$ cat src/rtl/sprite_pipeline_display_controller.sv
// Pipelined character sprite renderer for the VGA path.
// Maps char-box pixel coordinates to an external synchronous sprite ROM address (mirror plus
// integer down-scale), looks the returned colour index up in a writable palette and composites
// it over the background. Sprite-ID changes are debounced on frame boundaries and a frame-counted
// flash mode replaces opaque pixels with a fixed colour.
// Ports:
//   sys_clk, sys_rst        clock, synchronous active-high reset
//   frame_start             1-cycle pulse before the first active pixel of a frame
//   char_id                 requested sprite
//   char_face               2'b01 native orientation, anything else mirrored
//   char_x_rom, char_y_rom  pixel offset inside the char box
//   char_on                 pixel lies inside the char box
//   background_rgb          colour behind the character
//   flash_en                enable flash mode
//   pal_we, pal_addr, pal_data  palette write port
//   rom_addr / rom_data     sprite ROM interface (data valid one cycle after address)
//   active_id               sprite currently rendered
//   rgb                     registered output pixel, three cycles after the inputs
module sprite_pipeline_display_controller #(
  parameter int unsigned             PIXEL_WIDTH    = 12,
  parameter int unsigned             SCREEN_WIDTH   = 10,
  parameter int unsigned             CHAR_WIDTH_X   = 42,
  parameter int unsigned             CHAR_WIDTH_Y   = 50,
  parameter int unsigned             SCALE_SHIFT    = 1,
  parameter int unsigned             SPRITE_NUM     = 7,
  parameter int unsigned             ID_WIDTH       = 3,
  parameter int unsigned             COLOR_WIDTH    = 4,
  parameter int unsigned             COLOR_NUM      = 12,
  parameter int unsigned             TRANSPARENT_ID = 11,
  parameter int unsigned             ADDR_WIDTH     = 12,
  parameter int unsigned             HOLD_FRAMES    = 2,
  parameter int unsigned             FLASH_PERIOD   = 8,
  parameter logic [PIXEL_WIDTH-1:0]  FLASH_RGB      = 12'hF00
) (
  input  logic                    sys_clk,
  input  logic                    sys_rst,
  input  logic                    frame_start,
  input  logic [ID_WIDTH-1:0]     char_id,
  input  logic signed [1:0]       char_face,
  input  logic [SCREEN_WIDTH-1:0] char_x_rom,
  input  logic [SCREEN_WIDTH-1:0] char_y_rom,
  input  logic                    char_on,
  input  logic [PIXEL_WIDTH-1:0]  background_rgb,
  input  logic                    flash_en,
  input  logic                    pal_we,
  input  logic [COLOR_WIDTH-1:0]  pal_addr,
  input  logic [PIXEL_WIDTH-1:0]  pal_data,
  output logic [ADDR_WIDTH-1:0]   rom_addr,
  input  logic [COLOR_WIDTH-1:0]  rom_data,
  output logic [ID_WIDTH-1:0]     active_id,
  output logic [PIXEL_WIDTH-1:0]  rgb
);

  localparam int unsigned SPR_W    = CHAR_WIDTH_X >> SCALE_SHIFT;
  localparam int unsigned SPR_H    = CHAR_WIDTH_Y >> SCALE_SHIFT;
  localparam int unsigned SPR_SIZE = SPR_W * SPR_H;
  localparam int unsigned CALC_W   = ADDR_WIDTH + 2;
  localparam int unsigned CNT_W    = $clog2(HOLD_FRAMES + 1);
  localparam int unsigned FL_W     = (FLASH_PERIOD > 1) ? $clog2(FLASH_PERIOD) : 1;
  localparam logic [PIXEL_WIDTH-1:0] RESET_RGB = {PIXEL_WIDTH{1'b1}};

  function automatic logic [PIXEL_WIDTH-1:0] pal_default(input int unsigned idx);
    logic [11:0] c;
    case (idx)
      0:       c = 12'hACF;
      1:       c = 12'h7AF;
      2:       c = 12'h000;
      3:       c = 12'h00F;
      4:       c = 12'h008;
      5:       c = 12'hF90;
      6:       c = 12'hA50;
      7:       c = 12'h420;
      8:       c = 12'h0CF;
      9:       c = 12'h13A;
      10:      c = 12'h027;
      default: c = 12'hFFF;
    endcase
    return PIXEL_WIDTH'(c);
  endfunction

  // Pipeline registers: stage 1 sits beside rom_addr, stage 2 beside rom_data.
  logic                   on1_q, on2_q;
  logic [PIXEL_WIDTH-1:0] bg1_q, bg2_q;
  logic [PIXEL_WIDTH-1:0] palette_q [COLOR_NUM];

  logic [ID_WIDTH-1:0] cand_q, cand_d;
  logic [CNT_W-1:0]    stable_q, stable_d;
  logic [ID_WIDTH-1:0] active_d;
  logic [FL_W-1:0]     flash_cnt_q, flash_cnt_d;
  logic                phase_q, phase_d;

  logic                    in_box;
  logic [SCREEN_WIDTH-1:0] x_mir, sx, sy;
  logic [CALC_W-1:0]       addr_calc;
  logic [PIXEL_WIDTH-1:0]  rgb_d;

  // Address generation. Mirroring is only used when x is inside the box, so the subtraction
  // never wraps for pixels that reach the ROM.
  always_comb begin
    in_box    = (32'(char_x_rom) < CHAR_WIDTH_X) && (32'(char_y_rom) < CHAR_WIDTH_Y);
    x_mir     = (char_face == 2'sb01) ? char_x_rom
                                      : SCREEN_WIDTH'(CHAR_WIDTH_X - 1) - char_x_rom;
    sx        = x_mir >> SCALE_SHIFT;
    sy        = char_y_rom >> SCALE_SHIFT;
    addr_calc = CALC_W'(active_id) * CALC_W'(SPR_SIZE) + CALC_W'(sy) * CALC_W'(SPR_W)
              + CALC_W'(sx);
  end

  // Sprite-ID debounce; only frame_start cycles touch it so the ID is frame-stable.
  always_comb begin
    cand_d   = cand_q;
    stable_d = stable_q;
    active_d = active_id;
    if (frame_start) begin
      if (32'(char_id) >= SPRITE_NUM) begin
        stable_d = '0;
      end else if (char_id != cand_q) begin
        cand_d   = char_id;
        stable_d = CNT_W'(1);
      end else if (32'(stable_q) < HOLD_FRAMES) begin
        stable_d = stable_q + CNT_W'(1);
      end
      if (32'(stable_d) == HOLD_FRAMES) active_d = cand_d;
    end
  end

  // Flash phase; dropping flash_en clears it without waiting for a frame boundary.
  always_comb begin
    flash_cnt_d = flash_cnt_q;
    phase_d     = phase_q;
    if (!flash_en) begin
      flash_cnt_d = '0;
      phase_d     = 1'b0;
    end else if (frame_start) begin
      if (32'(flash_cnt_q) == FLASH_PERIOD - 1) begin
        flash_cnt_d = '0;
        phase_d     = ~phase_q;
      end else begin
        flash_cnt_d = flash_cnt_q + FL_W'(1);
      end
    end
  end

  // Colour stage; palette is read before any same-edge write lands.
  always_comb begin
    rgb_d = bg2_q;
    if (on2_q && (32'(rom_data) != TRANSPARENT_ID) && (32'(rom_data) < COLOR_NUM)) begin
      rgb_d = phase_q ? FLASH_RGB : palette_q[rom_data];
    end
  end

  always_ff @(posedge sys_clk) begin
    if (sys_rst) begin
      rom_addr    <= '0;
      on1_q       <= 1'b0;
      on2_q       <= 1'b0;
      bg1_q       <= RESET_RGB;
      bg2_q       <= RESET_RGB;
      rgb         <= RESET_RGB;
      cand_q      <= '0;
      stable_q    <= '0;
      active_id   <= '0;
      flash_cnt_q <= '0;
      phase_q     <= 1'b0;
    end else begin
      if (in_box) rom_addr <= addr_calc[ADDR_WIDTH-1:0];
      on1_q       <= char_on & in_box;
      on2_q       <= on1_q;
      bg1_q       <= background_rgb;
      bg2_q       <= bg1_q;
      rgb         <= rgb_d;
      cand_q      <= cand_d;
      stable_q    <= stable_d;
      active_id   <= active_d;
      flash_cnt_q <= flash_cnt_d;
      phase_q     <= phase_d;
    end
  end

  always_ff @(posedge sys_clk) begin
    if (sys_rst) begin
      for (int i = 0; i < COLOR_NUM; i++) palette_q[i] <= pal_default(i);
    end else if (pal_we && (32'(pal_addr) < COLOR_NUM)) begin
      palette_q[pal_addr] <= pal_data;
    end
  end

endmodule
$ cat config.mk
export PLATFORM = sky130hd
export DESIGN_NAME = sprite_pipeline_display_controller
export DESIGN_NICKNAME = d
export VERILOG_FILES = /design/src/rtl/sprite_pipeline_display_controller.sv
export SDC_FILE = /design/constraint.sdc
export NUM_CORES = 1
export LEC_CHECK = 0
export BUFFER_PORTS_ARGS = -buffer_cell sky130_fd_sc_hd__buf_2
export CAP_MARGIN = 25
export CORE_ASPECT_RATIO = 2
export CORE_MARGIN = 3
export CORE_UTILIZATION = 52
export CTS_CLUSTER_DIAMETER = 40
export DETAILED_ROUTE_END_ITERATION = 12
export PLACE_DENSITY_LB_ADDON = 0.08
export SYNTH_ARGS = -nofsm -noshare
export SYNTH_HDL_FRONTEND = slang
export SYNTH_SLANG_ARGS = --single-unit
$ cat constraint.sdc
create_clock -name sys_clk -period 6.6 [get_ports sys_clk]
set_input_delay 0.99 -clock sys_clk [delete_from_list [all_inputs] [get_ports sys_clk]]
set_output_delay 0.99 -clock sys_clk [all_outputs]
set_load 0.02 [all_outputs]
# Word level (Yosys, flattened, before mapping)
# Memories as Yosys holds them, arrays and structs flattened.
# Index checks and enable logic that the tools add are counted.
[word_totals] register_bits=62 ram_bits=144 output_inout_bits=27 mem_count=1
[classes] add_sub_neg=5 mul=2 n_lt_le_gt_ge=6 eq_ne=5 muxes=30 bitwise_logic=3 n_reduce_logical=8
[memory_table] name="palette_q" words=12 word_bits=12 read_ports=1 rd_clocked_by_memory_dff=0 wr=12 line="84" source="logic [PIXEL_WIDTH-1:0] palette_q [COLOR_NUM];"
[op_table] cell="$mux W12" count=15
[op_table] cell="$lt A10 B6 Y1 const B" count=2
[op_table] cell="$add A12 B12 Y12" count=1
[op_table] cell="$add A12 B9 Y12" count=1
[op_table] cell="$mul A3 B10 Y12 const B" count=1
[op_table] cell="$mul A9 B5 Y12 const B" count=1
[op_table] cell="$reduce_or A12 Y1" count=1
[op_table] cell="$mux W10" count=1
[op_table] cell="$sub A6 B10 Y10 const A" count=1
[op_table] cell="$mux W3" count=3
[op_table] cell="$lt A4 B4 Y1 const B" count=2
[op_table] cell="$mux W2" count=4
[op_table] cell="$mux W1" count=6
[op_table] cell="$eq A2 B2 Y1 const B" count=2
[op_table] cell="$logic_and A1 B1 Y1" count=4
[op_table] cell="$mux W4" count=1
[op_table] cell="$ne A4 B4 Y1 const B" count=1
[op_table] cell="$reduce_and A2 Y1" count=2
[op_table] cell="$add A3 B1 Y3 const B" count=1
[op_table] cell="$eq A3 B3 Y1 const B" count=1
[op_table] cell="$ge A3 B3 Y1 const B" count=1
[op_table] cell="$ne A3 B3 Y1" count=1
[op_table] cell="$add A2 B1 Y2 const B" count=1
[op_table] cell="$lt A2 B2 Y1 const B" count=1
[op_table] cell="3 further kinds" count=4

# Logic depth before layout (Yosys ltp)
[depth] depth_word=7 mapped_depth=18 ltp_nobuf=18

# Worst setup path after synthesis
# Ideal clock, no wire load.
[synth_timing] kind="input to register" startpoint="in char_face[1]" endpoint="reg rom_addr[10]" setup_ns=0.060 arrival_time_ns=4.880 required_time_ns=6.540 setup_slack_ns=1.661 cell_stages=15 path_buffers=0 cell_sequence="nand2b_1 > nand2_1 > xnor2_1 > fa_1 > inv_1 > fa_1 > fa_1 > fa_1 > inv_1 > fa_1 > a21o_1 > a21oi_1 > o211ai_1 > a2111oi_0 > a221o_1"
[synth_between] elab_chain_cells=3
[synth_lines] item="start, declared" line="39" source="input logic signed [1:0] char_face,"
[synth_lines] item="$eq A2 B2 Y1" line="101" source="x_mir = (char_face == 2'sb01) ? char_x_rom"
[synth_lines] item="$mux W10" line="101"
[synth_lines] item="$add A12 B9 Y12" line="106" source="+ CALC_W'(sx);"
[synth_lines] item="end signal, assigned" line="166" source="if (in_box) rom_addr <= addr_calc[ADDR_WIDTH-1:0];"
[synth_lines] item="end, declared" line="48" source="output logic [ADDR_WIDTH-1:0] rom_addr,"
# No other way between the ends.
# A chain may end at the register's enable or synchronous reset.

# Worst setup path after layout
[layout_timing] startpoint="in char_x_rom[1]" endpoint="reg rom_addr[10]"
[layout_between] elab_chain_cells=3 word_cells_on_any_way=5 classes_between="add/sub (2); order compare (1); mux (1); reduce/logical (1)"
[layout_lines] item="start, declared" line="40" source="input logic [SCREEN_WIDTH-1:0] char_x_rom,"
[layout_lines] item="$sub A6 B10 Y10" line="102" source=": SCREEN_WIDTH'(CHAR_WIDTH_X - 1) - char_x_rom;"
[layout_lines] item="$mux W10" line="101"
[layout_lines] item="$add A12 B9 Y12" line="106"
# Several ways; a longest one is shown, not always the timed one.

==> out/results.tsv <==
stage	metric	value	unit
sta	Tcrit/Tclk final	77.6	%
power_and_ir_drop	Pwr Density	264	mW/mm2
worst_setup_path	CP max FO	3	
clock_tree	CTS tree	yes	
run	max-cap check violation count	0	
power_and_ir_drop	leakage	0.00443	uW
power_and_ir_drop	switching power	780	uW
logic_synthesis	Syn Nets	939	
power_and_ir_drop	Peak supply drop	0.000194	V
floorplan	row cnt	72	
global_route	initial antenna violation count	0	
floorplan	Initial Utilization	52.9	%
logic_synthesis	Post-Syn Area	0.0103	mm2
sta	final setup fails	0	
power_and_ir_drop	Clock Power Share	35.1	%
power_and_ir_drop	combinational share of power	16.6	%
sta	hold_ws	410	ps
power_and_ir_drop	P_int	2240	uW
sta	setup TNS	0	ps
clock_tree	worst skew pair latency	490	ps
power_and_ir_drop	sequential share of power	48.3	%
clock_tree	hold_buf cts	0	
logic_synthesis	top-count cell post-synth	edfxtp_1	
sta	RSZ-0062 raised after global routing	no	
clock_tree	clk sink count	206	
logic_synthesis	flops & latches, synth	206	
route	Vias/cell	5.54	
power_and_ir_drop	switching share of power	25.8	%
clock_tree	# H-tree levels	1	
layout	fin nets	1005	
hold_path	worst hold path type	flop to flop	
sta	final clock skew	15.9	ps
layout	design area	0.0114	mm2
route	DRT iter0 DRCs	334	
logic_synthesis	Mapped Cells	812	
logic_synthesis	Syn Area/Cell	12.6	um2
sta	pins over their slew limit	0	
route	routed wire length	22.8	mm
global_route	largest net degree at the start of global routing	77	
route	drt wl/cell	19.8	um
layout	Area Overhead vs Synth	11.6	%
worst_setup_path	crit path kind	input pin to flop	
floorplan	# IOs	90	
logic_synthesis	Synth top cells by count	edfxtp_1 (144), inv_1 (65), dfxtp_1 (62), and2_1 (61), nor2_1 (43)	
clock_tree	Clk Tree Root Cell	clkbuf_16	
clock_tree	Worst-path clk slew	60	ps
status	status	completed	
logic_synthesis	largest area contributor in the netlist	edfxtp_1	
placed_design	Area after DPL	0.0108	mm2
sta	measured slew at the worst slew-check pin	975	ps
logic_synthesis	top-area cell type share of the netlist area	42.2	%
logic_synthesis	number of distinct library cells after synthesis	55	
global_route	Tot GR Track Use	21.2	%
clock_tree	Post-CTS Setup Inserts	0	
global_route	vias in the first global route	6798	
layout	ANT cells	0	
logic_synthesis	main area contributors after synthesis	edfxtp_1 (42%), dfxtp_1 (12%), mux4_2 (7.9%), ha_1 (5.1%), fa_1 (4.3%)	
worst_setup_path	WP data required	7020	ps
placed_design	placer's final routability congestion estimate	0.831	
route	antenna viol nets, final	0	
placed_design	DP HPWL	17.2	mm
logic_synthesis	Post-synth EDFFs	144	
logic_synthesis	Most used DFF post-synth	edfxtp_1	
sta	slew margin rel.	35.0	%
worst_setup_path	Setup crit end kind	flop	
sta	Max Freq	195	MHz
logic_synthesis	post-synthesis sequential area ratio	54.3	%
clock_tree	Num CTS Buffers	20	
global_route	first-pass GRT wire length	35.2	mm
floorplan	Chip Width	105	um
clock_tree	# resized after CTS	0	
layout	share of layout cells above drive strength 1	20.5	%
worst_setup_path	WP data arrival	5540	ps
sta	Final Hold Fails	0	
route	Via Count	6376	
logic_synthesis	Synthesis Warnings	0	
logic_synthesis	asr flop ratio synth	0	%
floorplan	Die Area	0.0215	mm2
route	drt first pass iters	4	
placed_design	Port Buffers	87	
sta	min cycle time layout	5120	ps
clock_tree	clock buffer depth	3	
floorplan	Chip Height	205	um
worst_setup_path	Critical Path Source Type	input pin	
floorplan	Core ar.	0.0194	mm2
route	DRC	0	
global_route	GRT overflow	0	
-- power by group through the flow --
stage	logic (uW)	registers, uW	clock network, uW
after global placement	501	1480	0
after CTS	512	1460	1080
after detailed placement	508	1490	0
after global routing	569	1460	1130
after floorplan	367	1480	0
final	503	1460	1060
-- sequential cells by signal (all words and copies together) (netlist names) --
| name | cells |
|---|---|
| on1_q | 1 |
| palette_q | 144 |
| active_id | 3 |
| phase_q | 1 |
| bg2_q | 12 |
| flash_cnt_q | 3 |
| rom_addr | 12 |
| rgb | 12 |
| on2_q | 1 |
| stable_q | 2 |
| bg1_q | 12 |
| cand_q | 3 |
-- worst max-delay path, cell delays in order --
cell and delay [ps]:
buf_2 140, o21a_1 140, nand2_1 70, xnor2_1 360, fa_1 490, inv_1 80, fa_1 430, fa_1 480
fa_1 540, inv_1 70, fa_1 450, a21o_1 190, a21oi_1 260, o211ai_1 190, a2111oi_0 470, a221o_1 160
-- final timing paths --
kind | slack [ps] | depth (start not counted) | to | startpoint
max | 1480 | 16 | rom_addr[10]$_SDFFE_PP0P_ | char_x_rom[1]
min | 410 | 1 | bg2_q[1]$_SDFF_PP1_ | bg1_q[1]$_SDFF_PP1_
max reg2reg | 2150 | 12 | rom_addr[10]$_SDFFE_PP0P_ | active_id[0]$_SDFFE_PP0P_
min reg2reg | 410 | 1 | bg2_q[1]$_SDFF_PP1_ | bg1_q[1]$_SDFF_PP1_
-- cell usage in the layout, fill, tap and decap left out, types with 29 or more instances in the layout --
cell type / Yosys / layout
edfxtp_1: 144 / 144
buf_2: 7 / 87
inv_1: 65 / 65
dfxtp_1: 62 / 62
and2_1: 61 / 61
nor2_1: 43 / 43
ha_1: 42 / 42
or3_1: 39 / 39
mux4_2: 36 / 36
nand2_1: 29 / 29
-- final cells by class --
cell class                      count  area, um2
Sequential cell                   206       5570
Tap cell                          259        324
Timing Repair Buffer               94        488
Multi-Input combinational cell    490       4220
Fill cell                        1606       7920
Clock buffer                       26        544
Clock inverter                     10       55.1
Inverter                           66        248
-- cells by family after synthesis --
logic type | share of synthesized area, %
adder cells (fa/ha/maj) | 9.42
buffers and inverters | 4.55
AO/OA/AOI/OAI | 4.93
XOR/XNOR | 1.71
AND/OR/NAND/NOR | 15.3
flip-flops | 54.3
multiplexers | 9.86
-- routing by layer --
metal	wire length [um]	GRT usage (%)	vias to the layer above
met4	869	9.06	0
met2	13800	44.3	155
met5	0	0	-
met1	7160	19.8	3155
met3	884	2.49	54
li1	-	-	3012
-- through the flow --
| stage | setup WS, ps | total power [uW] | cells | utilization (%) |
|---|---|---|---|---|
| 6_report | 1480 | 3020 | 1151 | 59.1 |
| 5_1_grt | 1290 | 3160 | 1151 | 59.1 |
| 4_1_cts | 1550 | 3060 | 1151 | 59.1 |
| 3_5_place_dp | 1050 | 2000 | 1115 | 56.0 |
| 3_3_place_gp | 1090 | 1980 | 1115 | 56.0 |
| 2_1_floorplan | 1660 | 1850 | 812 | - |
No activity file was read; power rests on OpenSTA's default activity.
